`src/rtl/nco_ctrl_pkg.sv`:
```
// Shared types and the ramp-step arithmetic for the NCO frequency-word sequencer.
package nco_ctrl_pkg;

  typedef enum logic {
    IDLE = 1'b0,
    RAMP = 1'b1
  } nco_state_e;

  localparam int unsigned NCO_ACCUM_WIDTH_DEF = 32;
  localparam int unsigned NCO_STEP_WIDTH_DEF  = 24;
  localparam int unsigned NCO_DIV_WIDTH_DEF   = 16;

  // Arithmetic is carried out at a fixed wide width; callers zero-extend and truncate.
  localparam int unsigned NCO_CALC_WIDTH = 64;

  typedef logic [NCO_CALC_WIDTH-1:0] nco_word_t;

  typedef struct packed {
    nco_word_t next;
    logic      reached;
  } nco_step_t;

  // One ramp step toward target; the difference is signed one bit wider so it never wraps.
  function automatic nco_step_t nco_ramp_step(input nco_word_t cur,
                                              input nco_word_t target,
                                              input nco_word_t step);
    logic signed [NCO_CALC_WIDTH:0] diff;
    logic        [NCO_CALC_WIDTH:0] mag;
    nco_step_t                      res;
    diff = $signed({1'b0, target}) - $signed({1'b0, cur});
    mag  = diff[NCO_CALC_WIDTH] ? $unsigned(-diff) : $unsigned(diff);
    if (mag <= {1'b0, step}) begin
      res.next    = target;
      res.reached = 1'b1;
    end else if (diff[NCO_CALC_WIDTH]) begin
      res.next    = cur - step;
      res.reached = 1'b0;
    end else begin
      res.next    = cur + step;
      res.reached = 1'b0;
    end
    return res;
  endfunction

endpackage

```
`src/rtl/nco_ramp_tick.sv`:
```
// Step-interval down-counter: emits a tick every (period+1) enabled cycles after a load.
import nco_ctrl_pkg::*;

module nco_ramp_tick #(
  parameter int unsigned DIV_WIDTH = NCO_DIV_WIDTH_DEF
) (
  input  logic                 clk,
  input  logic                 rst_n,
  input  logic                 load,
  input  logic [DIV_WIDTH-1:0] load_val,
  input  logic                 en,
  output logic                 tick
);

  logic [DIV_WIDTH-1:0] period_q;
  logic [DIV_WIDTH-1:0] cnt_q;

  assign tick = en && (cnt_q == '0);

  always_ff @(posedge clk or negedge rst_n) begin
    if (!rst_n) begin
      period_q <= '0;
      cnt_q    <= '0;
    end else if (load) begin
      period_q <= load_val;
      cnt_q    <= load_val;
    end else if (en) begin
      if (cnt_q == '0) begin
        cnt_q <= period_q;
      end else begin
        cnt_q <= cnt_q - 1'b1;
      end
    end
  end

endmodule

```
`src/rtl/nco_freq_ramp_ctrl.sv`:
```
// NCO frequency-word sequencer: jumps or rate-limited ramps toward AXI-Stream targets.
// Optional target clamping to [freq_min, freq_max] when NCO_RAMP_CLAMP_EN is defined.
import nco_ctrl_pkg::*;

module nco_freq_ramp_ctrl #(
  parameter int unsigned          ACCUM_WIDTH = NCO_ACCUM_WIDTH_DEF,
  parameter int unsigned          STEP_WIDTH  = NCO_STEP_WIDTH_DEF,
  parameter int unsigned          DIV_WIDTH   = NCO_DIV_WIDTH_DEF,
  parameter logic [ACCUM_WIDTH-1:0] RESET_FREQ = '0
) (
  input  logic                   clk,
  input  logic                   rst_n,
  input  logic [ACCUM_WIDTH-1:0] s_axis_tdata,
  input  logic                   s_axis_tvalid,
  output logic                   s_axis_tready,
  input  logic [STEP_WIDTH-1:0]  step,
  input  logic [DIV_WIDTH-1:0]   div,
  input  logic                   jump,
  input  logic                   abort,
  input  logic [ACCUM_WIDTH-1:0] freq_min,
  input  logic [ACCUM_WIDTH-1:0] freq_max,
  output logic [ACCUM_WIDTH-1:0] freq_word,
  output logic                   busy,
  output logic                   done,
  output logic                   aborted
);

  nco_state_e              state_q, state_d;
  logic [ACCUM_WIDTH-1:0]  freq_q, freq_d;
  logic [ACCUM_WIDTH-1:0]  target_q, target_d;
  logic [STEP_WIDTH-1:0]   step_q, step_d;
  logic                    done_q, done_d;
  logic                    aborted_q, aborted_d;

  logic                    accept;
  logic                    immediate;
  logic                    tick;
  logic [ACCUM_WIDTH-1:0]  target_in;
  nco_step_t               step_res;

  assign accept        = s_axis_tvalid && (state_q == IDLE);
  assign s_axis_tready = (state_q == IDLE);
  assign busy          = (state_q == RAMP);
  assign freq_word     = freq_q;
  assign done          = done_q;
  assign aborted       = aborted_q;

`ifdef NCO_RAMP_CLAMP_EN
  // An inverted window collapses onto freq_min rather than freq_max.
  always_comb begin
    target_in = s_axis_tdata;
    if (freq_min > freq_max) begin
      target_in = freq_min;
    end else if (s_axis_tdata < freq_min) begin
      target_in = freq_min;
    end else if (s_axis_tdata > freq_max) begin
      target_in = freq_max;
    end
  end
`else
  logic unused_clamp;
  assign unused_clamp = ^{freq_min, freq_max};
  assign target_in    = s_axis_tdata;
`endif

  assign immediate = jump || (step == '0) || (target_in == freq_q);

  assign step_res = nco_ramp_step(nco_word_t'(freq_q),
                                  nco_word_t'(target_q),
                                  nco_word_t'(step_q));

  generate
    if (ACCUM_WIDTH < NCO_CALC_WIDTH) begin : g_unused_hi
      logic unused_step_hi;
      assign unused_step_hi = ^step_res.next[NCO_CALC_WIDTH-1:ACCUM_WIDTH];
    end
  endgenerate

  nco_ramp_tick #(
    .DIV_WIDTH(DIV_WIDTH)
  ) u_tick (
    .clk      (clk),
    .rst_n    (rst_n),
    .load     (accept && !immediate),
    .load_val (div),
    .en       ((state_q == RAMP) && !abort),
    .tick     (tick)
  );

  always_comb begin
    state_d   = state_q;
    freq_d    = freq_q;
    target_d  = target_q;
    step_d    = step_q;
    done_d    = 1'b0;
    aborted_d = 1'b0;
    case (state_q)
      IDLE: begin
        if (accept) begin
          target_d = target_in;
          step_d   = step;
          if (immediate) begin
            freq_d = target_in;
            done_d = 1'b1;
          end else begin
            state_d = RAMP;
          end
        end
      end
      RAMP: begin
        if (abort) begin
          state_d   = IDLE;
          aborted_d = 1'b1;
        end else if (tick) begin
          freq_d = step_res.next[ACCUM_WIDTH-1:0];
          if (step_res.reached) begin
            done_d  = 1'b1;
            state_d = IDLE;
          end
        end
      end
      default: state_d = IDLE;
    endcase
  end

  always_ff @(posedge clk or negedge rst_n) begin
    if (!rst_n) begin
      state_q <= IDLE;
    end else begin
      state_q <= state_d;
    end
  end

  always_ff @(posedge clk or negedge rst_n) begin
    if (!rst_n) begin
      freq_q    <= RESET_FREQ;
      target_q  <= RESET_FREQ;
      step_q    <= '0;
      done_q    <= 1'b0;
      aborted_q <= 1'b0;
    end else begin
      freq_q    <= freq_d;
      target_q  <= target_d;
      step_q    <= step_d;
      done_q    <= done_d;
      aborted_q <= aborted_d;
    end
  end

endmodule
```
`config.mk`:
```
export PLATFORM = sky130hd
export DESIGN_NAME = nco_freq_ramp_ctrl
export DESIGN_NICKNAME = d
export VERILOG_FILES = /design/src/rtl/nco_ctrl_pkg.sv /design/src/rtl/nco_ramp_tick.sv /design/src/rtl/nco_freq_ramp_ctrl.sv
export SDC_FILE = /design/constraint.sdc
export NUM_CORES = 1
export LEC_CHECK = 0
export CORE_MARGIN = 2
export CORE_UTILIZATION = 60
export DETAILED_ROUTE_END_ITERATION = 10
export PLACE_DENSITY_LB_ADDON = 0.2
export SETUP_SLACK_MARGIN = 0.2
export SKIP_CTS_REPAIR_TIMING = 1
export SKIP_LAST_GASP = 1
export SLEW_MARGIN = 0
export SYNTH_ARGS = -nofsm -noshare
export SYNTH_HDL_FRONTEND = slang
export SYNTH_SLANG_ARGS = --single-unit
```
`constraint.sdc`:
```
create_clock -name clk -period 15.7 [get_ports clk]
set_input_delay 3.925 -clock clk [delete_from_list [all_inputs] [get_ports clk]]
set_output_delay 3.925 -clock clk [all_outputs]
set_load 0.03 [all_outputs]
```
==> results by group, run 1 <==
Run status
  – Outcome: completed

Global routing
  – Global-route congestion overflow total: 0
  – Initial antenna violation count: 0
  – Largest net degree at the start of global routing: 70
  – Global Route Usage Sum: between 30% and 40%
  – Vias in the first global route: ~11k
  – First-pass GRT wire length: approximately 54 mm

Power
  – Peak VDD IR: about 110 uV
  – Lkg Pwr: between 0.005 and 0.006 uW
  – PD cells: just under 200 nW/um^2

Placement
  – HPWL after DPL: between 20 and 30 mm
  – I/O Buffers: about 110
  – Routability cong.: ~0.97
  – DP Area: 12860 um^2
  – Worst slack at placement: ~7.8 ns

Finish
  – Post-route cell area: between 10000 and 15000 um^2
  – Share of cells above drive strength 1: approximately 8.6%
  – Area of the multi-input gates: ~8000 um^2
  – Area grow syn2layout: 16.13%
  – Antenna Cells: 0
  – Register area: about 3100 um^2
  – Filler cells: around 1.5k
  – Layout net count: ~1.7k

Setup path
  – Crit path kind: in2reg
  – Crit path cell chain: clkdlybuf4s50_1 -> nor2_1 -> nand4_1 -> nand2b_1 -> buf_4 -> o21ai_0 -> o21ai_0 -> o31ai_1 -> a31oi_1
  – Crit-path max FO: 39
  – Critical Path AT: ~7.9 ns
  – Startpoint types: input port
  – CP required: about 16 ns
  – CP max stage cell: nand4_1
  – CP endpoint kind: register
  – Critical Path Max Stage Delay: 1.00 ns
  – Most frequent CP cell: o21ai_0

Synthesis
  – FFs w/ async S/R, synth: 100.0%
  – Syn_area_per_cell: roughly 8.3 um^2
  – Seq/Total Area, Yosys: 26.63%
  – Number of synthesized flops with an enable pin: 0
  – Synth Flop Type: dfrtp_1
  – Syn Nets: 1634
  – Synthesis Warnings: 0
  – Cell variety after synth: 76
  – Gate Count Post-Synth: 1400
  – Seq cells post-synth: between 100 and 150
  – Synthesized cell area: 11560 um^2

Detailed routing
  – DR pass1 iterations: 7
  – Post-route ant nets: 0
  – Final wirelength: around 34 mm
  – Initial DRC count: around 950
  – Remaining DRCs: 0
  – DR WL/cell: between 15 and 20 um
  – Vias: about 11k
  – Via density: roughly 6.3

Clock network
  – CTS H-Tree Depth: 4
  – Cts bufs inserted: 17
  – Num Clock Sinks: 123
  – Clk buf depth: 2
  – CTS tree: built
  – Clock latency on the worst-skew pair: ~0.44 ns
  – Reg clk slew, reported paths: around 0.06 ns
  – CTS Root Buffer Type: clkbuf_16

STA
  – PnR worst setup slack: 8.152 ns
  – Fin. max-slew vios: 0
  – Fmax achieved: ~130 MHz
  – Tmin final: 7.548 ns
  – Period utilization: approximately half
  – RSZ-0062 raised after global routing: false
  – Final setup viols: 0
  – Worst-Margin Slew: around 1 ns
  – Worst Skew: 0.01424 ns
  – Slew headroom: approximately a third
  – Hold Vio Cnt, Final: 0
  – Fin Setup TNS: 0 ns

Die
  – Core Area: ~19000 um^2
  – Die X: 142.8 um
  – Row count: 50
  – I/O pins: between 150 and 200
  – Die height: approximately 140 um
  – Die area: roughly 20000 um^2
  – Starting Density: around three fifths

Run
  – Maximum capacitance violations: 0

Hold path
  – Worst hold path class: reg2reg
[critical path: cells and delay by family]
family / cells / cell delay (ns)
AO/OA/AOI/OAI: 4 / 0.51
buffers and inverters: 2 / 0.95
AND/OR/NAND/NOR: 3 / 2.49
[where the power goes]
part | switching [uW] | internal, uW
clock | 176 | 212
combinational | 1000 | 746
sequential | 83.6 | 380
[per-stage QoR]
step	util, %	power, uW	cells	hold slack [ns]
after floorplan	-	1759	1400	0.4752
after global placement	68.28	2126	1729	0.4862
after detailed placement	68.28	2163	1729	0.4943
after CTS	71.27	2572	1761	0.5096
after global routing	71.27	2804	1761	0.5171
final	71.27	2598	1761	0.5059
[Yosys cell counts, types with 3 or more instances]
library cell | instances | area [um^2]
nor4b_1 | 3 | 26.28
nor2b_1 | 14 | 87.58
or2_2 | 4 | 25.02
o41ai_1 | 6 | 52.55
xnor2_1 | 70 | 613.1
o21bai_1 | 10 | 75.07
nand2b_1 | 8 | 50.05
inv_1 | 86 | 322.8
or2_1 | 4 | 25.02
nand3b_1 | 3 | 22.52
o211a_1 | 3 | 30.03
o21ai_0 | 102 | 510.5
or3_1 | 10 | 62.56
o21ai_1 | 13 | 65.06
nand3_1 | 32 | 160.2
and3_1 | 10 | 62.56
xor2_1 | 53 | 464.2
nand2_1 | 106 | 397.9
a311oi_1 | 3 | 26.28
clkbuf_1 | 42 | 157.7
dfrtp_1 | 123 | 3078
nor4_1 | 22 | 137.6
o211ai_1 | 15 | 112.6
o31ai_1 | 17 | 127.6
or4b_1 | 3 | 30.03
a211oi_1 | 15 | 112.6
nor2_1 | 123 | 461.7
and2_1 | 7 | 43.79
ha_1 | 91 | 1139
nand4_1 | 22 | 137.6
o22ai_1 | 7 | 43.79
buf_1 | 7 | 26.28
a221o_1 | 4 | 40.04
a31oi_1 | 17 | 106.4
o221ai_1 | 3 | 26.28
a21oi_1 | 108 | 540.5
buf_6 | 4 | 45.04
mux2_2 | 62 | 698.2
o2111ai_1 | 4 | 35.03
a31o_2 | 3 | 26.28
a21o_1 | 38 | 285.3
or4_1 | 6 | 45.04
o21a_1 | 16 | 120.1
nor3_1 | 26 | 130.1
mux2i_1 | 37 | 370.4
[cell type report]
type                       instances  area share [%]
timing repair buffer             122           8.894
clock inverter                    14          0.9230
inverter                          87           2.433
tap                              260           2.424
clock buffer                      18           3.272
multi-input combinational       1137           59.12
sequential                       123           22.93
[final timing paths]
path                                                start                        endpoint  slack, ns  cells after the start
max                                                 abort       freq_word[31]$_DFFE_PN0P_       8.15                      9
min                        u_tick.period_q[7]$_DFFE_PN0P_  u_tick.period_q[7]$_DFFE_PN0P_       0.51                      1
max reg2reg                      freq_word[0]$_DFFE_PN0P_        freq_word[0]$_DFFE_PN0P_       8.39                     25
min reg2reg                u_tick.period_q[7]$_DFFE_PN0P_  u_tick.period_q[7]$_DFFE_PN0P_       0.51                      1
max in group asynchronous                           rst_n       freq_word[10]$_DFFE_PN0P_      10.73                      2
min in group asynchronous                           rst_n       freq_word[26]$_DFFE_PN0P_       3.56                      1
[registers in the layout, summed over array words and instances, names as in the netlist]
| signal | flops |
|---|---|
| freq_word | 32 |
| target_q | 32 |
| step_q | 24 |
| u_tick.cnt_q | 16 |
| u_tick.period_q | 16 |
| aborted | 1 |
| busy | 1 |
| done | 1 |
[layout by cell type (no fill, tap or decap), drive strengths merged, types with 6 or more instances in the layout]
cell type,count
dfrtp,123
nor2,123
o21ai,115
clkdlybuf4s50,111
a21oi,109
nand2,106
inv,95
ha,91
xnor2,70
mux2,63
xor2,53
a21o,38
mux2i,37
nand3,32
nor3,26
nor4,24
nand4,22
clkbuf,18
o31ai,17
a31oi,17
o21a,16
a211oi,16
o211ai,15
nor2b,14
buf,11
and3,10
or3,10
o21bai,10
or2,9
nand2b,8
and2,8
o22ai,7
or4,7
o41ai,6
[routing by layer]
layer | part of all wire (%) | track usage [%] | up-vias
met5 | 0 | 0 | -
li1 | - | - | 5267
met1 | 41 | 42.57 | 5291
met2 | 47 | 56.96 | 453
met3 | 6.4 | 5.164 | 90
met4 | 4.8 | 16.78 | 0
[kinds of logic (layout without fill, tap and decap cells)]
logic type	Yosys count	count (layout)	synth area share, %
adders and majority gates	93	93	10.20
buffers and inverters	140	241	4.807
xor gates and xnor gates	123	123	9.322
DFF	123	123	26.63
and+or+nand+nor	416	416	17.78
muxes	100	100	9.376
AOI/OAI and AO/OA	405	405	21.88
Power figures use the tool's default switching activity.
==> run 2: changes to the inputs <==
CORE_UTILIZATION = 56   (was 60)
clock period = 7.1 ns   (was 15.7 ns; I/O delays follow)
==> results by group, run 2 (synthesized netlist as in run 1, its figures left out) <==
Global routing
  – First-pass GRT wire length: 54.47 mm (about the same)
  – Global Route Usage Sum: 31.49% (-2.4 points)
  – Global-route congestion overflow total: 0 (unchanged)
  – Largest net degree at the start of global routing: 64 (-8.6%)
  – Vias in the first global route: 10.60k (-0.77%)
  – Initial antenna violation count: 0 (unchanged)

Hold path
  – Hold path startpoint: target_q[0]$_DFFE_PN0P_
  – Worst hold path class: reg2reg
  – Hold endpoint: target_q[0]$_DFFE_PN0P_
  – Hold Crit Depth: 1 (unchanged)

Setup path
  – CP endpoint kind: register
  – Critical Path AT: 6.94 ns (-0.96 ns)
  – Worst reg2reg path startpoint: freq_word[0]$_DFFE_PN0P_
  – CP required: 7.47 ns (-8.59 ns)
  – Crit-path max FO: 17 (-56%)
  – Startpoint types: register
  – RR Endpoint: freq_word[0]$_DFFE_PN0P_
  – Crit path kind: reg2reg
  – Reg2Reg Setup Slack: 0.53 ns (-7.86 ns)
  – Worst reg2reg path depth: 27 (+8.0%)

Power
  – PD cells: 427.1 nW/um^2 (+120%)
  – Peak VDD IR: 224.3 uV (+110%)
  – Power Internal: 3008 uW (+120%)
  – Psw: 2807 uW (+120%)
  – Sw frac: 48.28% (-0.21 points)
  – Lkg Pwr: 0.006054 uW (+1.4%)
  – Total power draw: 5815 uW (+120%)
  – Combinational share of power: 67.3% (about the same)
  – Clk pwr share: 15.0% (about the same)
  – Seq pwr share: 17.7% (-0.2 points)

STA
  – Fmax achieved: approximately 150 MHz
  – Period utilization: between 90% and 100%
  – Worst Skew: 0.01185 ns (-0.002394 ns)
  – Fin Setup TNS: 0 ns (unchanged)
  – Fin. max-slew vios: 0 (unchanged)
  – Worst-Margin Slew: 0.8607 ns (-0.1636 ns)
  – RSZ-0062 raised after global routing: false
  – Final setup viols: 0 (unchanged)
  – Slew headroom: 42.42% (+11 points)
  – Tmin final: roughly 6.6 ns
  – Hold Vio Cnt, Final: 0 (unchanged)

Die
  – Core Area: 20230 um^2 (+7.5%)
  – Die area: 21800 um^2 (+6.9%)
  – Die X: 147.7 um (+3.4%)
  – I/O pins: 177 (unchanged)
  – Row count: 52 (+4.0%)
  – Starting Density: 57.11% (-4.3 points)
  – Die height: 147.7 um (+3.4%)

Clock network
  – Reg clk slew, reported paths: 0.06 ns (about the same)
  – Cts bufs inserted: 17 (unchanged)
  – Num Clock Sinks: 123 (unchanged)
  – CTS H-Tree Depth: 4 (unchanged)
  – CTS Root Buffer Type: clkbuf_16
  – CTS tree: built
  – Clk buf depth: 2 (unchanged)
  – Clock latency on the worst-skew pair: 0.43 ns (about the same)

Detailed routing
  – Vias: 11.03k (-0.67%)
  – Remaining DRCs: 0 (unchanged)
  – Final wirelength: 34.39 mm (+2.3%)
  – Via density: 6.188 (-1.8%)
  – DR WL/cell: 19.30 um (+1.1%)
  – Post-route ant nets: 0 (unchanged)
  – Initial DRC count: 841 (-12%)
  – DR pass1 iterations: 6 (-1)

Run status
  – Outcome: completed

Finish
  – Share of cells above drive strength 1: 9.590% (+1.0 points)
  – Layout net count: 1734 (+0.70%)
  – Area grow syn2layout: 17.82%
  – Most frequent cells in the layout: 121 x nor2_1, 121 x dfrtp_1, 111 x clkdlybuf4s50_1, 107 x a21oi_1, 105 x nand2_1
  – Antenna Cells: 0 (unchanged)

Run
  – Maximum capacitance violations: 0 (unchanged)

Placement
  – HPWL after DPL: 25.33 mm (+0.67%)
  – I/O Buffers: 112 (unchanged)
  – Routability cong.: 0.9323 (-3.8%)
## run 2: worst max-delay path: stages (launching register included)
cell and delay, ns:
dfrtp_1 0.44, ha_1 0.25, fa_1 0.41, nand2b_1 0.23, a21oi_1 0.20, xor2_1 0.15
a211oi_2 0.26, or4b_4 0.54, nor4_4 0.32, nor2b_1 0.18, a21oi_1 0.11, nor2_1 0.16
xor2_1 0.19, ha_1 0.27, a21oi_1 0.13, nor2b_1 0.06, o21ai_0 0.14, nand2b_1 0.08
a21o_1 0.20, a211oi_1 0.21, a21oi_1 0.10, o31ai_1 0.31, and3_1 0.20, o21ai_0 0.09
or4b_4 0.62, buf_12 0.20, mux2_4 0.32, a21oi_2 0.13
## run 2: layout make-up
class | count | area [um^2]
fillers | 1724 | 6619
repair buffers | 134 | 1326
clock inverters | 14 | 138.9
multi-input cells | 1137 | 7980
inverters | 87 | 326.6
well taps | 270 | 337.8
clock buffers | 17 | 425.4
flip-flops and latches | 123 | 3080
## run 2: stage by stage
stage	setup WS [ns]	hold slack (ns)	util, %	cell area (um^2)	instances
global placement	0.3850	0.4858	64.02	12950	1747
finish	0.5279	0.5043	67.29	13620	1782
detailed placement	0.2713	0.4954	64.02	12950	1747
CTS	0.2209	0.5102	66.81	13520	1778
floorplan	0.9658	0.4752	-	11560	1400
global route	0.2124	0.5165	67.29	13620	1782
## run 2: metal layers
metal | share of wire, % | global-route usage [%] | up-vias
met5 | 0 | 0 | -
met4 | 4.5 | 14.95 | 0
met3 | 6.4 | 5.586 | 83
met2 | 48 | 52.35 | 397
met1 | 41 | 39.84 | 5235
li1 | - | - | 5312
## run 2: worst max-delay path by stage
stage	from	end	cells past startpoint
6_report	freq_word[0]$_DFFE_PN0P_	freq_word[0]$_DFFE_PN0P_	27
5_1_grt	freq_word[0]$_DFFE_PN0P_	freq_word[0]$_DFFE_PN0P_	26
4_1_cts	freq_word[0]$_DFFE_PN0P_	freq_word[0]$_DFFE_PN0P_	25
3_5_place_dp	freq_word[0]$_DFFE_PN0P_	freq_word[0]$_DFFE_PN0P_	25
3_3_place_gp	freq_word[0]$_DFFE_PN0P_	freq_word[0]$_DFFE_PN0P_	27
2_1_floorplan	freq_word[3]$_DFFE_PN0P_	freq_word[31]$_DFFE_PN0P_	28
## run 2: power groups by stage
stage	combinational (uW)	sequential, uW	clock, uW
6_report	3910	1030	875
5_1_grt	4330	1040	908
4_1_cts	3830	1020	882
3_5_place_dp	3780	1030	0
3_3_place_gp	3720	1030	0
2_1_floorplan	2840	1050	0
==> run 3: changes to the inputs <==
CORE_UTILIZATION = 55   (was 56)
==> results by group, run 3 (synthesized netlist as in run 1, its figures left out) <==
Global routing
  – Global Route Usage Sum: 30.82% (-0.67 points)
  – First-pass GRT wire length: 53.59 mm (-1.6%)
  – Largest net degree at the start of global routing: 78 (+22%)
  – Global-route congestion overflow total: 0 (unchanged)
  – Initial antenna violation count: 2 (+2)
  – Vias in the first global route: 10.39k (-2.0%)

STA
  – Fin Setup TNS: 0 ns (unchanged)
  – Fmax achieved: 150.8 MHz (-0.88%)
  – PnR worst setup slack: 0.4698 ns (-0.05810 ns)
  – Worst Skew: 0.01522 ns (+0.003376 ns)
  – Tmin final: 6.630 ns (+0.05810 ns)
  – Period utilization: 93.38% (+0.82 points)
  – RSZ-0062 raised after global routing: false
  – Hold Vio Cnt, Final: 0 (unchanged)
  – Slew headroom: 33.65% (-8.8 points)
  – Final setup viols: 0 (unchanged)
  – Worst-Margin Slew: 0.9953 ns (+0.1345 ns)
  – Fin. max-slew vios: 0 (unchanged)

Run
  – Maximum capacitance violations: 0 (unchanged)

Setup path
  – CP required: 7.47 ns (about the same)
  – Family with the most delay on the worst path: compound AO/OA/AOI/OAI gates
  – Reg2Reg Setup Slack: 0.47 ns (-0.06 ns)
  – Crit-path max FO: 20 (+3)
  – Crit path cell chain: inv_1 -> ha_1 -> a2111o_1 -> o211ai_1 -> a21oi_1 -> o211a_1 -> nor2_1 -> o21ba_2 -> nor2_1 -> xnor2_1 -> ha_1 -> o21ai_0 -> o21a_1 -> o31ai_1 -> nor2_1 -> nor4b_1 -> o21ai_0 -> a21oi_1 -> o21a_1 -> o21ai_0 -> o21ai_0 -> xor2_1 -> mux2i_1 -> a21oi_1
  – CP max stage cell: nor4b_1
  – Worst reg2reg path startpoint: freq_word[7]$_DFFE_PN0P_
  – Critical Path AT: 7.00 ns (+0.06 ns)
  – Startpoint types: register
  – CP bufs+invs: 1 (unchanged)
  – RR Endpoint: freq_word[30]$_DFFE_PN0P_
  – Crit path kind: reg2reg
  – Worst reg2reg path depth: 24 (-11%)
  – Critical Path Max Stage Delay: 0.58 ns (-0.04 ns)
  – CP endpoint kind: register
  – Most frequent CP cell: o21ai_0

Power
  – Clk pwr share: 15.5% (+0.5 points)
  – PD cells: 428.8 nW/um^2 (+0.41%)
  – Power Internal: 3039 uW (+1.1%)
  – Psw: 2830 uW (+0.82%)
  – Combinational share of power: 67.1% (-0.2 points)
  – Peak VDD IR: 205.0 uV (-8.6%)
  – Seq pwr share: 17.4% (-0.3 points)
  – Lkg Pwr: 0.006074 uW (+0.34%)
  – Sw frac: 48.22% (-0.060 points)
  – Total power draw: 5870 uW (+0.94%)

Placement
  – DP Area: 12960 um^2 (about the same)
  – HPWL after DPL: 25.68 mm (+1.4%)
  – I/O Buffers: 112 (unchanged)
  – Worst slack at placement: 0.3224 ns (+0.05108 ns)
  – Routability cong.: 0.9630 (+3.3%)

Finish
  – Post-route cell area: 13690 um^2 (+0.53%)
  – Share of cells above drive strength 1: 10.08% (+0.49 points)
  – Final core occ: 65.74% (-1.6 points)
  – Most frequent cells in the layout: 121 x nor2_1, 121 x dfrtp_1, 111 x clkdlybuf4s50_1, 107 x a21oi_1, 105 x nand2_1
  – Layout net count: 1739 (+0.29%)
  – Area grow syn2layout: 18.45%

Detailed routing
  – Remaining DRCs: 0 (unchanged)
  – Post-route ant nets: 0 (unchanged)
  – DR WL/cell: 18.98 um (-1.6%)
  – Via density: 6.138 (-0.81%)
  – Initial DRC count: 826 (-1.8%)
  – Vias: 11.01k (-0.15%)
  – DR pass1 iterations: 8 (+2)
  – Final wirelength: 34.05 mm (-0.97%)

Clock network
  – Num Clock Sinks: 123 (unchanged)
  – Reg clk slew, reported paths: 0.07 ns (about the same)
  – CTS Root Buffer Type: clkbuf_16
  – CTS H-Tree Depth: 4 (unchanged)
  – Clk buf depth: 2 (unchanged)
  – CTS tree: built
  – Clock latency on the worst-skew pair: 0.44 ns (about the same)
  – Cts bufs inserted: 17 (unchanged)

Die
  – Starting Density: 55.50% (-1.6 points)
  – Die X: 149.0 um (+0.88%)
  – Row count: 53 (+1.9%)
  – Die height: 149.0 um (+0.88%)
  – I/O pins: 177 (unchanged)
  – Die area: 22190 um^2 (+1.8%)
  – Core Area: 20820 um^2 (+2.9%)

Run status
  – Outcome: completed

Hold path
  – Hold Crit Depth: 1 (unchanged)
  – Hold endpoint: u_tick.period_q[5]$_DFFE_PN0P_
  – Hold path startpoint: u_tick.period_q[5]$_DFFE_PN0P_
  – Worst hold path class: reg2reg
## run 3: worst max path at each step
stage | from | end | slack [ns] | cells past startpoint
finish | freq_word[7]$_DFFE_PN0P_ | freq_word[30]$_DFFE_PN0P_ | 0.47 | 24
CTS | freq_word[0]$_DFFE_PN0P_ | freq_word[0]$_DFFE_PN0P_ | 0.29 | 27
floorplan | freq_word[3]$_DFFE_PN0P_ | freq_word[31]$_DFFE_PN0P_ | 0.97 | 28
detailed placement | freq_word[0]$_DFFE_PN0P_ | freq_word[0]$_DFFE_PN0P_ | 0.32 | 27
global route | freq_word[7]$_DFFE_PN0P_ | freq_word[30]$_DFFE_PN0P_ | 0.19 | 24
global placement | freq_word[3]$_DFFE_PN0P_ | freq_word[0]$_DFFE_PN0P_ | 0.40 | 27
## run 3: power by group through the flow
stage               Clock, uW  Combinational [uW]  Sequential [uW]
floorplan                   0                2840             1050
detailed placement          0                3780             1030
global route              947                4350             1040
global placement            0                3720             1030
finish                    910                3940             1020
CTS                       922                3820             1020
## run 3: routing by layer
metal / up-vias / track usage (%) / part of all wire [%]
li1: 5312 / - / -
met2: 362 / 51.22 / 48
met5: - / 0 / 0.029
met1: 5257 / 39.54 / 42
met3: 78 / 4.954 / 6.2
met4: 2 / 13.95 / 4.0
## run 3: per-stage QoR
| step | std cells | hold slack (ns) |
|---|---|---|
| after floorplan | 1400 | 0.4752 |
| after global placement | 1752 | 0.4885 |
| after detailed placement | 1752 | 0.4940 |
| after CTS | 1784 | 0.5118 |
| after global routing | 1793 | 0.5268 |
| final | 1794 | 0.5121 |
## run 3: layout make-up
| type | instances | area, um^2 |
|---|---|---|
| clock inverter | 15 | 175.2 |
| timing repair buffer | 139 | 1346 |
| antenna | 1 | 2.502 |
| fill | 1787 | 7134 |
| multi-input combinational | 1137 | 7988 |
| inverter | 87 | 326.6 |
| sequential | 123 | 3080 |
| tap | 275 | 344.1 |
| clock buffer | 17 | 425.4 |
